**config.mk**
```make
export PLATFORM = sky130hd
export DESIGN_NAME = ex_mem_pipe_stage
export DESIGN_NICKNAME = d
export VERILOG_FILES = /design/src/rtl/ex_mem_pipe_stage.sv
export SDC_FILE = /design/constraint.sdc
export NUM_CORES = 1
export LEC_CHECK = 0
export CAP_MARGIN = 10
export CORE_AREA = 2 2 155 157
export DETAILED_ROUTE_END_ITERATION = 7
export DIE_AREA = 0 0 157 159
export PLACE_DENSITY = 0.56
export SLEW_MARGIN = 20
export SYNTH_ARGS = -nofsm -noshare
export SYNTH_HDL_FRONTEND = slang
export SYNTH_SLANG_ARGS = --single-unit
```
**constraint.sdc**
```tcl
create_clock -name CLK -period 2.35 [get_ports CLK]
set_clock_uncertainty 0.15 [all_clocks]
set_input_delay 0.3525 -clock CLK [delete_from_list [all_inputs] [get_ports CLK]]
set_output_delay 0.3525 -clock CLK [all_outputs]
set_load 0.005 [all_outputs]
```
**src/rtl/ex_mem_pipe_stage.sv**
```systemverilog
// EX->MEM pipeline stage with a valid/ready handshake, stall and flush.
// SKID_EN selects a 2-entry skid buffer (registered ReadyE) or a single register.
module ex_mem_pipe_stage #(
   parameter int DATA_W   = 32,
   parameter int REG_AW   = 5,
   parameter int SKID_EN  = 1,
   parameter int ZERO_REG = 1
) (
   input  logic              CLK,
   input  logic              RST,
   input  logic              FlushE,
   input  logic              ValidE,
   output logic              ReadyE,
   input  logic [DATA_W-1:0] ALUOutE,
   input  logic [DATA_W-1:0] WriteDataE,
   input  logic [REG_AW-1:0] WriteRegE,
   input  logic              RegWriteE,
   input  logic              MemtoRegE,
   input  logic              MemWriteE,
   output logic              ValidM,
   input  logic              ReadyM,
   output logic [DATA_W-1:0] ALUOutM,
   output logic [DATA_W-1:0] WriteDataM,
   output logic [REG_AW-1:0] WriteRegM,
   output logic              RegWriteM,
   output logic              MemtoRegM,
   output logic              MemWriteM
);

   localparam int ENTRY_W = 2*DATA_W + REG_AW + 3;

   logic [ENTRY_W-1:0] entryIn;
   logic [ENTRY_W-1:0] head;
   logic               validHead;
   logic               capRegWrite;
   logic               headRegWrite;
   logic               headMemtoReg;
   logic               headMemWrite;

   // Register $0 is hardwired, so a write to it is dropped at capture time
   assign capRegWrite = (ZERO_REG != 0) ? (RegWriteE & (WriteRegE != '0)) : RegWriteE;
   assign entryIn     = {ALUOutE, WriteDataE, WriteRegE, capRegWrite, MemtoRegE, MemWriteE};

   assign {ALUOutM, WriteDataM, WriteRegM, headRegWrite, headMemtoReg, headMemWrite} = head;
   assign ValidM    = validHead;
   assign RegWriteM = headRegWrite & validHead;
   assign MemtoRegM = headMemtoReg & validHead;
   assign MemWriteM = headMemWrite & validHead;

   generate
      if (SKID_EN != 0) begin : gSkid
         typedef enum logic [1:0] {EMPTY, FULL1, FULL2} state_t;

         state_t             state;
         state_t             nextState;
         logic [ENTRY_W-1:0] mainQ;
         logic [ENTRY_W-1:0] skidQ;
         logic               readyQ;
         logic               inXfer;
         logic               outXfer;
         logic               loadMainIn;
         logic               loadMainSkid;
         logic               loadSkid;

         assign inXfer  = ValidE & readyQ;
         assign outXfer = (state != EMPTY) & ReadyM;

         always_ff @(posedge CLK or negedge RST) begin
            if (!RST) state <= EMPTY;
            else      state <= nextState;
         end

         // Flush wins over every transition; a head leaving in a flush cycle still counts as sent
         always_comb begin
            nextState    = state;
            loadMainIn   = 1'b0;
            loadMainSkid = 1'b0;
            loadSkid     = 1'b0;
            if (FlushE) begin
               nextState = EMPTY;
            end else begin
               case (state)
                  EMPTY: begin
                     if (inXfer) begin
                        nextState  = FULL1;
                        loadMainIn = 1'b1;
                     end
                  end
                  FULL1: begin
                     if (inXfer && outXfer) begin
                        loadMainIn = 1'b1;
                     end else if (inXfer) begin
                        nextState = FULL2;
                        loadSkid  = 1'b1;
                     end else if (outXfer) begin
                        nextState = EMPTY;
                     end
                  end
                  FULL2: begin
                     if (outXfer) begin
                        nextState    = FULL1;
                        loadMainSkid = 1'b1;
                     end
                  end
                  default: nextState = EMPTY;
               endcase
            end
         end

         always_ff @(posedge CLK or negedge RST) begin
            if (!RST) readyQ <= 1'b1;
            else      readyQ <= (nextState != FULL2);
         end

         // Skid always holds the younger entry, so it only ever refills main
         always_ff @(posedge CLK or negedge RST) begin
            if (!RST) begin
               mainQ <= '0;
               skidQ <= '0;
            end else begin
               if (loadMainIn)        mainQ <= entryIn;
               else if (loadMainSkid) mainQ <= skidQ;
               if (loadSkid)          skidQ <= entryIn;
            end
         end

         assign head      = mainQ;
         assign validHead = (state != EMPTY);
         assign ReadyE    = readyQ;
      end else begin : gReg
         logic [ENTRY_W-1:0] regQ;
         logic               validQ;
         logic               inXfer;
         logic               outXfer;

         assign ReadyE  = ReadyM | ~validQ;
         assign inXfer  = ValidE & ReadyE;
         assign outXfer = validQ & ReadyM;

         always_ff @(posedge CLK or negedge RST) begin
            if (!RST) begin
               regQ   <= '0;
               validQ <= 1'b0;
            end else if (FlushE) begin
               validQ <= 1'b0;
            end else if (inXfer) begin
               regQ   <= entryIn;
               validQ <= 1'b1;
            end else if (outXfer) begin
               validQ <= 1'b0;
            end
         end

         assign head      = regQ;
         assign validHead = validQ;
      end
   endgenerate

endmodule
```
# Yosys cells after proc, flatten, opt, wreduce, memory -nomap -nowiden
# Index checks and enable logic that the tools add are counted.
# Widths: inputs -> output; s select.
[word_totals]
regBits = 147
[classes]
reduce_logical = 5
n_bitwise = 6
n_mux = 19
eq_ne = 3
[ops]
columns = ["op", "n"]
rows = [
  ["$mux 72", 2],
  ["$mux 2", 6],
  ["$mux 1", 9],
  ["$and 1x1->1", 6],
  ["$pmux 2 s3", 1],
  ["$reduce_bool 5->1", 1],
  ["$reduce_bool 2->1", 2],
  ["$eq 2x1->1 const B", 1],
  ["$eq 2x2->1 const B", 1],
  ["$logic_not 2->1", 1],
  ["$ne 2x2->1 const B", 1],
  ["$pmux 1 s2", 1],
  ["$logic_and 1x1->1", 1],
]

# Longest topological paths before layout
# Gate-level depths: netlist of run 1.
[depth]
depth_word = 8
mapped_depth = 6

# Least setup slack after synthesis of run 1
# Ideal clock, no wire load.
[synth_timing]
path_kind = "reg2reg"
from = "reg gSkid.readyQ, in the netlist ReadyE"
to = "reg gSkid.skidQ[14]"
setup_time_ns = 0.125
period_less_slack_ns = 1.958
arrival_time_ns = 1.683
path_stages_with_launch = 6
n_path_buf = 2
path_slack_ns = 0.392
path_cell_list = "dfstp_2 nand2_1 or4_1 buf_6 buf_6 mux2_4"
[synth_between]
elab_chain_len = 5
elab_cells_between_ends = 6
[synth_rtl]
columns = ["element", "line_no", "source"]
rows = [
  ["start, declared", "58", "logic readyQ;"],
  ["start signal, assigned", "112", "else readyQ <= (nextState != FULL2);"],
  ["$and 1x1->1 (*)", "65", "assign inXfer = ValidE & readyQ;"],
  ["$mux 1 or $logic_and 1x1->1 (tied branches)", "92, 90", ""],
  ["$mux 1 (*)", "90", "if (inXfer && outXfer) begin"],
  ["$mux 1 (*)", "82", "case (state)"],
  ["$mux 1 (*)", "79", "if (FlushE) begin"],
  ["end signal, assigned", "123", "if (loadSkid) skidQ <= entryIn;"],
  ["end, declared", "57", "logic [ENTRY_W-1:0] skidQ;"],
]
# Mark *: on every way between the ends. The rest lies on a longest branch, timed or not.
# A chain may end at the register's enable or synchronous reset.

# Final worst setup path of run 1
[layout_timing]
from = "reg gSkid.state[1]"
to = "out MemtoRegM"
[layout_between]
elab_chain_len = 2
[layout_rtl]
columns = ["element", "line_no", "source"]
rows = [
  ["start, declared", "54", "state_t state;"],
  ["start signal, assigned", "70", "else state <= nextState;"],
  ["$reduce_bool 2->1", "128", "assign validHead = (state != EMPTY);"],
  ["$and 1x1->1", "47", "assign MemtoRegM = headMemtoReg & validHead;"],
  ["end, declared", "26", "output logic MemtoRegM,"],
]
# No other way between the ends.

==> results of run 1 <==
worst max-delay path by stage:
stage,end,slack (ns),cells past startpoint
finish,MemtoRegM,0.20,3
global route,MemtoRegM,0.06,3
CTS,MemtoRegM,0.15,3
detailed placement,gSkid.mainQ[40],-0.05,6
global placement,gSkid.mainQ[37],0.005,7
floorplan,gSkid.skidQ[14],0.39,5
final cells by class:
class / instances / area [sq um] / share of cell area [%]
clock buffer: 17 / 425 / 4.73
clock inverter: 15 / 214 / 2.38
inverter: 3 / 11.3 / 0.125
multi-input combinational: 305 / 2490 / 27.7
sequential: 147 / 3680 / 40.9
tap: 319 / 399 / 4.44
timing repair buffer: 172 / 1770 / 19.7
registers in the layout, indices dropped and copies added, names as in the netlist:
name         cells
gSkid.state      2
gSkid.skidQ     72
ReadyE           1
gSkid.mainQ     72
report_power, final:
part	internal, W	switching (W)	total [W]
Clock	0.00188	0.00107	0.00295
Combinational	0.00116	0.000531	0.00169
Sequential	0.00316	0.000365	0.00352
worst max-delay path, stage by stage (launching register included):
cell and delay, ns:
dfrtp_1 0.43, nor2_1 0.26, nor2b_1 0.09, clkdlybuf4s50_1 0.45
stage by stage:
stage	cell area, sq um	TNS [ns]	cells	hold slack, ns
2_1_floorplan	6930	0	556	-0.0931
3_3_place_gp	8350	0	945	0.238
3_5_place_dp	8350	-0.0990	945	0.241
4_1_cts	8990	0	978	0.347
5_1_grt	8990	0	978	0.374
6_report	8990	0	978	0.341
timing repair:
action,CTS,global route
resized for setup,0,0
hold endpoints to repair,146,0
hold buffers,1,0
cell usage in the layout, fill, tap and decap left out, types with 4 or more instances in the layout:
cell,count
bufinv_16,5
mux2_2,14
nand2_1,4
dfrtp_1,146
clkdlybuf4s50_1,149
mux2_4,57
buf_12,8
mux2i_1,71
nor2_1,73
a21oi_1,71
clkbuf_16,17
buf_4,13
clkinv_2,6
routing by layer:
layer	vias to the layer above	GRT usage (%)
met3	5	3.54
met1	2083	15.9
li1	2010	-
met2	100	20.4
met4	0	3.63
met5	-	0
cells by family (layout without fill, tap and decap cells):
kind of cell	count (synthesis)	after routing	synth area share [%]
AO/OA/AOI/OAI	76	76	5.65
buffers and inverters	104	207	11.1
XOR/XNOR	1	1	0.126
multiplexers	142	142	24.9
AND/OR/NAND/NOR	86	86	5.16
flip-flops	147	147	53.1
==> run_results.csv, run 1 <==
group,metric,value,unit
run_status,outcome,"finished clean",
floorplanning,start_util,29.9,%
routing,final_antenna_net_count,0,
logic_synthesis,syn_area,6930,sq um
power_and_ir_drop,ir_drop,0.485,mV
global_route,grt_pass1_wl,24.5,mm
placement,place_ws,-0.0506,ns
hold_path,hold_class,"flip-flop to flip-flop",
setup_path,cp-startpoint,"gSkid.state[1]",
setup_path,reg2reg_depth,6,
power_and_ir_drop,power.leakage,3.84,nW
global_route,grt_pass1_vias,4562,
timing,fin_crit,2.15,ns
routing,top_layer,"met4",
cts,cts_tree,"done",
setup_path,crit_arrival,1.64,ns
cts,insertion_delay,0.41,ns
cells_and_area,area_growth,29.8,%
hold_path,hold_start,"gSkid.skidQ[2]",
floorplanning,die_area,25000,sq um
timing,relSlewSlack,65.4,%
cts,numCtsBuffers,17,
routing,routed_wirelength,14.8,mm
setup_path,worstSetupPathType,"flip-flop to primary output",
global_route,track_usage,12.4,%
timing,fmax,0.466,GHz
cts,cts_setup_buffers,0,
timing,layout_setup_ws,0.203,ns
setup_path,worst_setup_path_end_kind,"primary output",
placement,numPortBuffers,150,
cells_and_area,layout-drive-gt1-share,19.7,%
timing,tightest_slew,0.519,ns
global_route,grt_max_degree,93,
routing,dr_wl_met3,691,um
setup_path,r2r_start,"ReadyE",
placement,gp_congestion,0.767,
routing,met1_length,6.71,mm
global_route,antenna_found_initial,0,
timing,hold_viol_final,0,
floorplanning,rows,56,
cells_and_area,n_antenna_cell,0,
placement,dp_hpwl,10.1,mm
floorplanning,io_pins,151,
hold_path,holdPathStages,2,
flow_run,drv_cap,0,
cells_and_area,final_util,38.8,%
timing,fin_crit_sh,91.4,%
logic_synthesis,synth_edf_count,0,
routing,drt-wirelength-per-cell,15.2,um
logic_synthesis,async_flop_share,100,%
setup_path,rrSetupSlack,0.24,ns
timing,maxSlewViolCount,0,
logic_synthesis,synth.yosys.seq_area_share,53.1,%
hold_path,hold_end,"gSkid.skidQ[2]",
timing,rsz0062_at_grt,"false",
cells_and_area,layout.nets,723,
routing,drc_errors,0,
logic_synthesis,netlist_top_cells_area,"dfrtp_1 (53%), mux2_4 (12%), mux2i_1 (10%)",
setup_path,start_kind,"flip-flop",
setup_path,critPathMaxFanout,5,
cts,htree_levels,4,
routing,drtIter0Drc,177,
cts,cts_sinks,147,
logic_synthesis,ys.warnings.count,0,
power_and_ir_drop,p_total,0.00817,W
floorplanning,core-area,23200,sq um
setup_path,cp.required,1.85,ns
logic_synthesis,synth-seq-cells,147,
logic_synthesis,avgSynthCellArea,12.5,sq um
power_and_ir_drop,power_density,908,nW/um^2
setup_path,reg2reg_to,"gSkid.mainQ[40]",
timing,setup_violations,0,
floorplanning,die_w,157,um
cells_and_area,fill_cells,2221,
floorplanning,die_h,159,um
logic_synthesis,post-synth-top-area-cell,"dfrtp_1",
logic_synthesis,synthDistinctLibCells,24,
logic_synthesis,syn_inst,556,
routing,via_count,4198,
logic_synthesis,synth_common_cells,"dfrtp_1 (146), nor2_1 (73), a21oi_1 (71), mux2i_1 (71), buf_4 (69)",
routing,first_pass_iters,4,
cts,clockBufferDepth,2,
routing,routed-wl-met2,7.33,mm
logic_synthesis,synth_top_cell_area_share,52.7,%
cts,root_buffer,"clkbuf_16",
global_route,grt_overflow_total,0,
logic_synthesis,synth_ff_type,"dfrtp_1",
logic_synthesis,synth_most_common_cell,"dfrtp_1",
cts,clk_pin_slew,0.06,ns
routing,via_per_inst,4.29,
logic_synthesis,synth_nets,633,
(Power assumes the default switching activity.)
==> run 2, diff against run 1 <==
--- a/config.mk
+++ b/config.mk
@@ -6,10 +6,13 @@
 export NUM_CORES = 1
 export LEC_CHECK = 0
 export CAP_MARGIN = 10
+export CELL_PAD_IN_SITES_DETAIL_PLACEMENT = 1
+export CELL_PAD_IN_SITES_GLOBAL_PLACEMENT = 2
 export CORE_AREA = 2 2 155 157
 export DETAILED_ROUTE_END_ITERATION = 7
 export DIE_AREA = 0 0 157 159
-export PLACE_DENSITY = 0.56
+export PLACE_DENSITY = 0.76
+export SKIP_CTS_REPAIR_TIMING = 1
 export SLEW_MARGIN = 20
 export SYNTH_ARGS = -nofsm -noshare
 export SYNTH_HDL_FRONTEND = slang
==> run_results.csv, run 2 (same netlist as run 1, synthesis figures left out) <==
group,metric,value,unit
run_status,outcome,"finished clean",
power_and_ir_drop,intPower,0.00600,W
cells_and_area,layout.nets,722,
cts,cts_sinks,147,
setup_path,cp.required,1.85,ns
cts,clk_pin_slew,0.06,ns
setup_path,slowest_stage,"clkdlybuf4s50_1",
cells_and_area,final-instance-count-excl-fill,977,
setup_path,reg2reg_depth,4,
setup_path,path_depth,3,
global_route,grt_max_degree,68,
cells_and_area,top_regs,"gSkid.mainQ x72, gSkid.skidQ x72, gSkid.state x2",
power_and_ir_drop,p_clk_share,34.5,%
setup_path,critPathMaxFanout,5,
setup_path,worstSetupPathType,"flip-flop to primary output",
global_route,antenna_found_initial,0,
power_and_ir_drop,pwr-share-comb,21.4,%
flow_run,drv_cap,0,
cts,cts_tree,"done",
timing,hold_viol_final,0,
setup_path,max_stage_delay,0.49,ns
routing,final_antenna_net_count,0,
timing,layout_setup_ws,0.151,ns
cells_and_area,mostFrequentLayoutCell,"clkdlybuf4s50_1",
cts,root_buffer,"clkbuf_16",
cells_and_area,n_antenna_cell,0,
timing,fmax,0.455,GHz
cells_and_area,fill_cells,2457,
routing,drtIter0Drc,87,
cts,insertion_delay,0.42,ns
timing,maxSlewViolCount,0,
global_route,track_usage,13.3,%
cells_and_area,layout-drive-gt1-share,19.1,%
setup_path,reg2reg_to,"gSkid.skidQ[16]",
placement,dpl.cell_count,944,
setup_path,cp-startpoint,"gSkid.state[1]",
placement,dpl_cell_area,8330,sq um
timing,tightest_slew,0.523,ns
setup_path,crit_buf_inv,1,
setup_path,start_kind,"flip-flop",
cells_and_area,final_util,38.5,%
timing,fin_hold_ws,0.319,ns
setup_path,worst_setup_path_end_kind,"primary output",
floorplanning,io_pins,151,
timing,rsz0062_at_grt,"false",
global_route,grt_overflow_total,0,
timing,relSlewSlack,65.2,%
global_route,grt_pass1_wl,25.8,mm
cts,htree_levels,4,
cts,clockBufferDepth,2,
placement,place_ws,-0.0159,ns
setup_path,rrSetupSlack,0.37,ns
floorplanning,die_h,159,um
cts,numCtsBuffers,17,
power_and_ir_drop,power_density,896,nW/um^2
cells_and_area,area.sequential,3680,sq um
power_and_ir_drop,power.leakage,3.79,nW
timing,fin_crit_sh,93.6,%
setup_path,crit_end,"MemWriteM",
placement,numPortBuffers,150,
routing,first_pass_iters,4,
routing,drt-wirelength-per-cell,16.3,um
routing,drc_errors,0,
setup_path,r2r_start,"ReadyE",
routing,routed_wirelength,15.9,mm
hold_path,hold_class,"input pin to asynchronous set/reset pin",
cells_and_area,layout.cells.most_common_list,"clkdlybuf4s50_1 (149), dfrtp_1 (146), nor2_1 (73)",
power_and_ir_drop,swShare,25.0,%
timing,setup_violations,0,
setup_path,crit_arrival,1.70,ns
floorplanning,die_w,157,um
placement,dp_hpwl,11.0,mm
routing,via_per_inst,4.42,
cells_and_area,area_growth,28.9,%
floorplanning,start_util,29.9,%
floorplanning,core-area,23200,sq um
global_route,grt_pass1_vias,4827,
setup_path,worstPathCellList,"nor2_1 > nor2b_1 > clkdlybuf4s50_1",
power_and_ir_drop,power.net_switching,0.00200,W
placement,gp_congestion,0.759,
floorplanning,die_area,25000,sq um
power_and_ir_drop,ir_drop,0.323,mV
cells_and_area,finalInstanceArea,8930,sq um
cells_and_area,multi_input_area,2490,sq um
routing,via_count,4317,
setup_path,crit_family,"buffers and inverters",
floorplanning,rows,56,
timing,fin_crit,2.20,ns
power_and_ir_drop,p_seq_share,44.1,%
run 2: cell types whose count changed in the layout (fill, tap and decap cells not counted):
cell,previous run,this run
clkinv_2,6,2
clkbuf_1,0,3
clkinvlp_4,1,4
bufinv_16,5,3
clkinv_4,3,1
inv_6,0,2
buf_12,8,7
run 2: per-layer routing:
metal | vias to the layer above | GRT usage [%] | routed length, um
met2 | 94 | 22.7 | 8040
met1 | 2199 | 16.1 | 6960
met4 | 0 | 5.50 | 313
met5 | - | 0 | 0
li1 | 2006 | - | -
met3 | 18 | 2.83 | 623
run 2: worst min path at each step:
stage / from / end / depth (start not counted)
3_5_place_dp: RST / gSkid.mainQ[56] / 1
5_1_grt: RST / gSkid.mainQ[56] / 2
4_1_cts: RST / gSkid.mainQ[56] / 1
6_report: RST / gSkid.mainQ[56] / 2
2_1_floorplan: RST / gSkid.mainQ[0] / 0
3_3_place_gp: RST / gSkid.mainQ[63] / 1
run 2: cell type report:
class / instances / share of cell area (%)
timing repair buffer: 171 / 19.6
multi-input combinational: 305 / 27.9
tap: 319 / 4.47
sequential: 147 / 41.2
clock buffer: 20 / 4.89
clock inverter: 12 / 1.75
inverter: 3 / 0.126
run 2: power groups by stage:
stage	Clock [W]	Combinational [W]	Sequential, W
3_3_place_gp	0	0.00166	0.00354
5_1_grt	0.00295	0.00187	0.00362
4_1_cts	0.00284	0.00174	0.00354
6_report	0.00276	0.00171	0.00353
2_1_floorplan	0	0.00123	0.00343
3_5_place_dp	0	0.00174	0.00357
run 2: per-stage QoR:
| stage | power (W) | TNS [ns] |
|---|---|---|
| after floorplan | 0.00467 | 0 |
| final | 0.00800 | 0 |
| after detailed placement | 0.00531 | -0.0215 |
| after global placement | 0.00520 | 0 |
| after global routing | 0.00843 | 0 |
| after CTS | 0.00812 | 0 |
run 2: worst reg2reg max path, cell delays in order, from the launching register on:
cell and delay [ns]:
dfstp_2 0.52, nand2_1 0.08, or4_4 0.56, buf_12 0.21
mux2_4 0.34
==> run 3, diff against run 2 <==
--- a/config.mk
+++ b/config.mk
@@ -13,7 +13,6 @@
 export DIE_AREA = 0 0 157 159
 export PLACE_DENSITY = 0.76
 export SKIP_CTS_REPAIR_TIMING = 1
-export SLEW_MARGIN = 20
 export SYNTH_ARGS = -nofsm -noshare
 export SYNTH_HDL_FRONTEND = slang
 export SYNTH_SLANG_ARGS = --single-unit
==> results of run 3 <==
The final DEF is identical to that of run 2; final timing and power are the same.
